## src/rtl/rate_meter.sv

```systemverilog
// rate_meter: counts synced rising edges of sig_in per GATE_CYCLES window; optional sticky fault via RATE_METER_STICKY_EN.
// Latency: sig_in edge reaches the edge counter after SYNC_STAGES+1 cycles; count/valid update 1 cycle after the terminal cycle.
// Backpressure: none; valid is a one-cycle strobe and results hold until the next one.
module rate_meter #(
  parameter int     GATE_CYCLES = 12000,
  parameter int     CNT_W       = 16,
  parameter longint MIN_COUNT   = 0,
  parameter longint MAX_COUNT   = 65535,
  parameter int     SYNC_STAGES = 2
) (
  input  logic             clk,
  input  logic             resetb,
  input  logic             sig_in,
`ifdef RATE_METER_STICKY_EN
  input  logic             fault_clr,
  output logic             fault,
`endif
  output logic [CNT_W-1:0] count,
  output logic             valid,
  output logic             sat,
  output logic             in_range
);

  localparam int               GW        = $clog2(GATE_CYCLES);
  localparam logic [GW-1:0]    GATE_LAST = GW'(GATE_CYCLES - 1);
  localparam logic [CNT_W-1:0] CNT_MAX   = '1;
  localparam logic [63:0]      MIN_U     = 64'(MIN_COUNT);
  localparam logic [63:0]      MAX_U     = 64'(MAX_COUNT);

  logic [SYNC_STAGES-1:0] sync_q;
  logic                   sync_prev;
  logic [GW-1:0]          gate_cnt;
  logic [CNT_W-1:0]       edge_cnt;
  logic                   ovf;

  logic             synced;
  logic             edge_det;
  logic             at_max;
  logic             terminal;
  logic [CNT_W-1:0] cnt_next;
  logic             sat_next;
  logic [63:0]      cnt_ext;
  logic             ge_min;
  logic             le_max;
  logic             range_next;

  assign synced   = sync_q[SYNC_STAGES-1];
  assign edge_det = synced & ~sync_prev;
  assign at_max   = (edge_cnt == CNT_MAX);
  assign terminal = (gate_cnt == GATE_LAST);
  assign cnt_next = (edge_det && !at_max) ? edge_cnt + 1'b1 : edge_cnt;
  // An edge landing on a saturated counter is the only way to lose information.
  assign sat_next = ovf | (edge_det & at_max);
  assign cnt_ext  = 64'(cnt_next);

  // A zero lower bound is trivially met; skipping the compare avoids a constant unsigned test.
  if (MIN_COUNT == 0) begin : g_min_zero
    assign ge_min = 1'b1;
  end else begin : g_min_cmp
    assign ge_min = (cnt_ext >= MIN_U);
  end
  assign le_max     = (cnt_ext <= MAX_U);
  assign range_next = ge_min & le_max;

  always_ff @(posedge clk) begin
    if (!resetb) begin
      sync_q    <= '0;
      sync_prev <= 1'b0;
      gate_cnt  <= '0;
      edge_cnt  <= '0;
      ovf       <= 1'b0;
      count     <= '0;
      valid     <= 1'b0;
      sat       <= 1'b0;
      in_range  <= 1'b0;
    end else begin
      sync_q    <= {sync_q[SYNC_STAGES-2:0], sig_in};
      sync_prev <= synced;
      valid     <= terminal;
      if (terminal) begin
        // Terminal-cycle edge is folded into the closing window; the new window starts empty.
        gate_cnt <= '0;
        count    <= cnt_next;
        sat      <= sat_next;
        in_range <= range_next;
        edge_cnt <= '0;
        ovf      <= 1'b0;
      end else begin
        gate_cnt <= gate_cnt + 1'b1;
        edge_cnt <= cnt_next;
        ovf      <= sat_next;
      end
    end
  end

`ifdef RATE_METER_STICKY_EN
  logic fault_set;
  assign fault_set = terminal & (~range_next | sat_next);

  always_ff @(posedge clk) begin
    if (!resetb) begin
      fault <= 1'b0;
    end else if (fault_set) begin
      fault <= 1'b1;
    end else if (fault_clr) begin
      fault <= 1'b0;
    end
  end
`endif

endmodule

```

## config.mk

```make
export PLATFORM = sky130hd
export DESIGN_NAME = rate_meter
export DESIGN_NICKNAME = d
export VERILOG_FILES = /design/src/rtl/rate_meter.sv
export SDC_FILE = /design/constraint.sdc
export NUM_CORES = 1
export LEC_CHECK = 0
export CORE_MARGIN = 3
export CORE_UTILIZATION = 35
export CTS_CLUSTER_DIAMETER = 40
export CTS_CLUSTER_SIZE = 10
export DETAILED_ROUTE_END_ITERATION = 16
export PLACE_DENSITY_LB_ADDON = 0.1
export SLEW_MARGIN = 5
export SYNTH_ARGS = -nofsm -noshare
export SYNTH_HDL_FRONTEND = slang
export SYNTH_SLANG_ARGS = --single-unit
```

## constraint.sdc

```tcl
create_clock -name clk -period 6.5 [get_ports clk]
set_clock_uncertainty 0.1 [all_clocks]
set_input_delay 1.3 -clock clk [delete_from_list [all_inputs] [get_ports clk]]
set_output_delay 1.3 -clock clk [all_outputs]
set_load 0.03 [all_outputs]
```

Yosys cells after proc, flatten, opt, wreduce, memory -nomap -nowiden

Cells that the tools add are included.

Add/sub/neg operators: 2
Bitwise operators: 5
Order comparisons: 1
Reduce and logical (&&, ||, !) cells: 3
Muxes and demuxes: 1
Equal/unequal tests: 2

Operators with widths:

| kind                                                            | number |
|---|---|
| 16-bit by 1-bit adder with 16-bit output, second input constant | 1 |
| 16-bit == test, second input constant                           | 1 |
| 16-bit less-or-equal comparator, second input constant          | 1 |
| 16-bit 2-to-1 mux                                               | 1 |
| 14-bit by 1-bit adder with 14-bit output, second input constant | 1 |
| 14-bit == test, second input constant                           | 1 |
| 1-bit AND                                                       | 2 |
| 1-bit NOT                                                       | 2 |
| 2-bit OR reduction                                              | 1 |
| 1-bit logical AND                                               | 1 |
| 1-bit zero test                                                 | 1 |
| 1-bit bitwise OR                                                | 1 |

Logic and storage cells: 23
Bits of input ports: 3
Bits in registers: 53
Output and inout port bits: 19

Longest topological paths before layout

Word-level depth: 5
Mapped depth: 7

Worst setup path before layout

No wires, ideal clock.

Path type: in2reg
From: input resetb
To: register count[15]
Required time: 6337 ps
Arrival: 2462 ps
Path slack: 3875 ps
Stages: 5
Buffers on the path: 1
Cell sequence: nand2_1 -> or4_4 -> buf_6 -> or4_1 -> nand3_1

RTL lines:

| item                 | line | RTL |
|---|---|---|
| start, declared      | 12   | `input logic resetb,` |
| end signal, assigned | 83   | `count <= cnt_next;` |
| end, declared        | 18   | `output logic [CNT_W-1:0] count,` |

==> impl_metrics.tcl <==
set metrics [dict create \
    dr.pass1.iters 4 \
    hpwl_um 3560 \
    syn-num-nets 277 \
    syn_area_um2 2380 \
    slowest_delay_ns 0.61 \
    synth_compound_area_share_pct 16.3 \
    rsz0062_at_grt "no" \
    pwr-share-comb_pct 2.3 \
    status "completed" \
    worstMarginPinSlew_ns 0.699 \
    synth_mux_area_share_pct 0.843 \
    synth_warnings 0 \
    groute.usage.overall_pct 14.9 \
    slowest_stage "clkdlybuf4s50_1" \
    synth.most_common_cell "dfxtp_1" \
    cts_made_buffers 5 \
    min_period_ns 3.02 \
    crit_chain "clkdlybuf4s50_1 -> nand2_1 -> or4_4 -> or4_1 -> nand3_1" \
    start_util_pct 36.8 \
    clock-sinks 53 \
    fmax_mhz 331 \
    synth_top_family_by_area "simple AND/OR/NAND/NOR gates" \
    htreeDepth 2 \
    drt-initial-drc-count 129 \
    async_flop_share_pct 0 \
    cp.arrival_ns 3.17 \
    drive_above_1_share_pct 5.86 \
    netlist_instances 272 \
    crit_path_end_kind "register" \
    synthAdderAreaFrac_pct 1.05 \
    cts_tree "done" \
    critPathKind "in -> reg" \
    path_buf_inv 1 \
    routed_via_density 5.54 \
    path_max_fanout 14 \
    slew_violations 0 \
    p_leak_nw 0.912 \
    p_int_w 0.000444 \
    antenna_left 0 \
    syn_area_per_cell_um2 8.74 \
    worstSetupStartpointType "primary input" \
    relSlewSlack_pct 52.8 \
    synth_edf_count 0 \
    swShare_pct 21.2 \
    p_sw_w 0.000119 \
    grt_max_degree 22 \
    antenna_found_initial 0 \
    insertion_delay_ns 0.31 \
    drc 0 \
    fillers 644 \
    ys.flop_type "dfxtp_1" \
    cts_setup_buffers 0 \
    dpl_worst_slack_ns 3.16 \
    regArea_um2 1060 \
    grt_overflow_total 0 \
    ir_worst_vdd_v 0.0000905 \
    power.density_nw_per_um2 205 \
    synthSimpleGateAreaFrac_pct 29.7 \
    p_clk_share_pct 39.2 \
    synthToLayoutAreaGrowth_pct 15.9 \
    grt_pass1_wl_um 9230 \
    yosys.area.top_type "dfxtp_1" \
    wire_per_inst_um 14.5 \
    rows 29 \
    fin_nets 295 \
    die_h_um 88.4 \
    synth_xor_xnor_area_share_pct 4.05 \
    synth_common_cells "dfxtp_1 (53), nand2_1 (28), nor2_1 (21), nand3_1 (17), or4_1 (16)" \
    antenna_cells 0 \
    io_pins 22 \
    wirelength_um 5340 \
    setup_viol 0 \
    grt_pass1_vias 1905 \
    crit_family "simple AND/OR/NAND/NOR gates" \
    die_area_um2 7810 \
    cts_root_buffer "clkbuf_8" \
    io_buffers 21 \
    cts_max_path_buffers 2 \
    ys_seq_area_share_pct 44.7 \
    p_seq_share_pct 58.5 \
    gp_congestion 0.733 \
    hold_viol_final 0 \
    cts_hold_buf 0 \
    critPathRequiredTime_ns 6.65 \
    synth_seq_cells 53 \
    cts-resized-gates 0 \
    layout_setup_ws_ns 3.48 \
    fin_tns_setup_ns 0 \
    core_um2 6460 \
    period_share_pct 46.5 \
    num_vias 2034 \
    ys_types 38 \
    die_w_um 88.4 \
    multi_input_area_um2 1240 \
    clk_pin_slew_ns 0.10 \
    hp-class "reg -> reg" \
    synth_top_area_share_pct 44.7 \
    drv_cap 0 \
    yosys-top-cells-area "dfxtp_1 (45%), or4_1 (5.1%), nand2_1 (4.4%), nand3_1 (3.6%), nor2_1 (3.3%)" \
]
==> power by group through the flow <==
stage | logic [W] | clock network (W) | registers, W
5_1_grt | 0.0000149 | 0.000239 | 0.000330
3_5_place_dp | 0.0000131 | 0 | 0.000337
6_report | 0.0000128 | 0.000221 | 0.000330
2_1_floorplan | 0.00000849 | 0 | 0.000337
3_3_place_gp | 0.0000132 | 0 | 0.000337
4_1_cts | 0.0000132 | 0.000228 | 0.000330
==> worst paths after layout <==
check                           slack, ns  cells after the start                      to              startpoint
worst min-delay path                 0.34                      1    sync_q[1]$_SDFF_PN0_    sync_q[0]$_SDFF_PN0_
worst min register to register       0.34                      1    sync_q[1]$_SDFF_PN0_    sync_q[0]$_SDFF_PN0_
worst max register to register       4.10                      4  count[13]$_SDFFE_PN0N_  gate_cnt[5]$_SDFF_PP0_
worst max-delay path                 3.48                      5  count[13]$_SDFFE_PN0N_                  resetb
==> final cells by class <==
cell class | count | area share, %
Clock inverter | 2 | 1.27
Inverter | 3 | 0.409
Multi-Input combinational cell | 202 | 45.1
Sequential cell | 53 | 38.5
Timing Repair Buffer | 25 | 8.72
Clock buffer | 5 | 2.50
Tap cell | 77 | 3.50
==> per-stage QoR <==
step | cell area, µm² | utilization (%) | hold WS [ns] | cells | power, W
floorplan | 2380 | - | 0.312 | 272 | 0.000345
global placement | 2650 | 41.0 | 0.319 | 360 | 0.000351
detailed placement | 2650 | 41.0 | 0.327 | 360 | 0.000351
CTS | 2750 | 42.6 | 0.347 | 367 | 0.000571
global route | 2750 | 42.6 | 0.365 | 367 | 0.000585
finish | 2750 | 42.6 | 0.345 | 367 | 0.000563
==> kinds of logic (layout without fill, tap and decap cells) <==
group / count (synthesis) / in the layout
XOR/XNOR: 11 / 11
multiplexers: 2 / 2
flip-flops: 53 / 53
buffers and inverters: 17 / 35
AND/OR/NAND/NOR: 130 / 130
AO/OA/AOI/OAI: 57 / 57
adder cells (fa/ha/maj): 2 / 2
==> cells in the final DEF, fill, tap and decap left out, types with 3 or more instances in the layout <==
cell	n
dfxtp_1	53
buf_4	4
nand4_1	9
o31ai_1	7
clkdlybuf4s50_1	21
and2_1	4
xor2_1	6
nand3_1	17
or3_1	9
o311a_1	4
xnor2_1	5
clkbuf_8	5
nor3_1	8
and4_1	4
a221o_1	4
nor2_1	21
o211ai_1	7
o21ai_0	15
a21oi_1	14
nand2_1	28
inv_1	3
or4_1	16
==> sequential cells by signal, indices dropped and copies added, names as in the netlist <==
register   flops
count         16
edge_cnt      16
gate_cnt      14
in_range       1
ovf            1
sat            1
sync_prev      1
sync_q         2
valid          1
==> metal layers <==
layer  up-vias  track usage (%)  part of all wire, %
li1       1058                -                    -
met1       943             21.1                   53
met2        29             22.6                   43
met3         4             3.17                  2.5
met4         0             5.08                  1.1
met5         -                0                    0
Note: power is estimated with default switching activity, not from simulation.
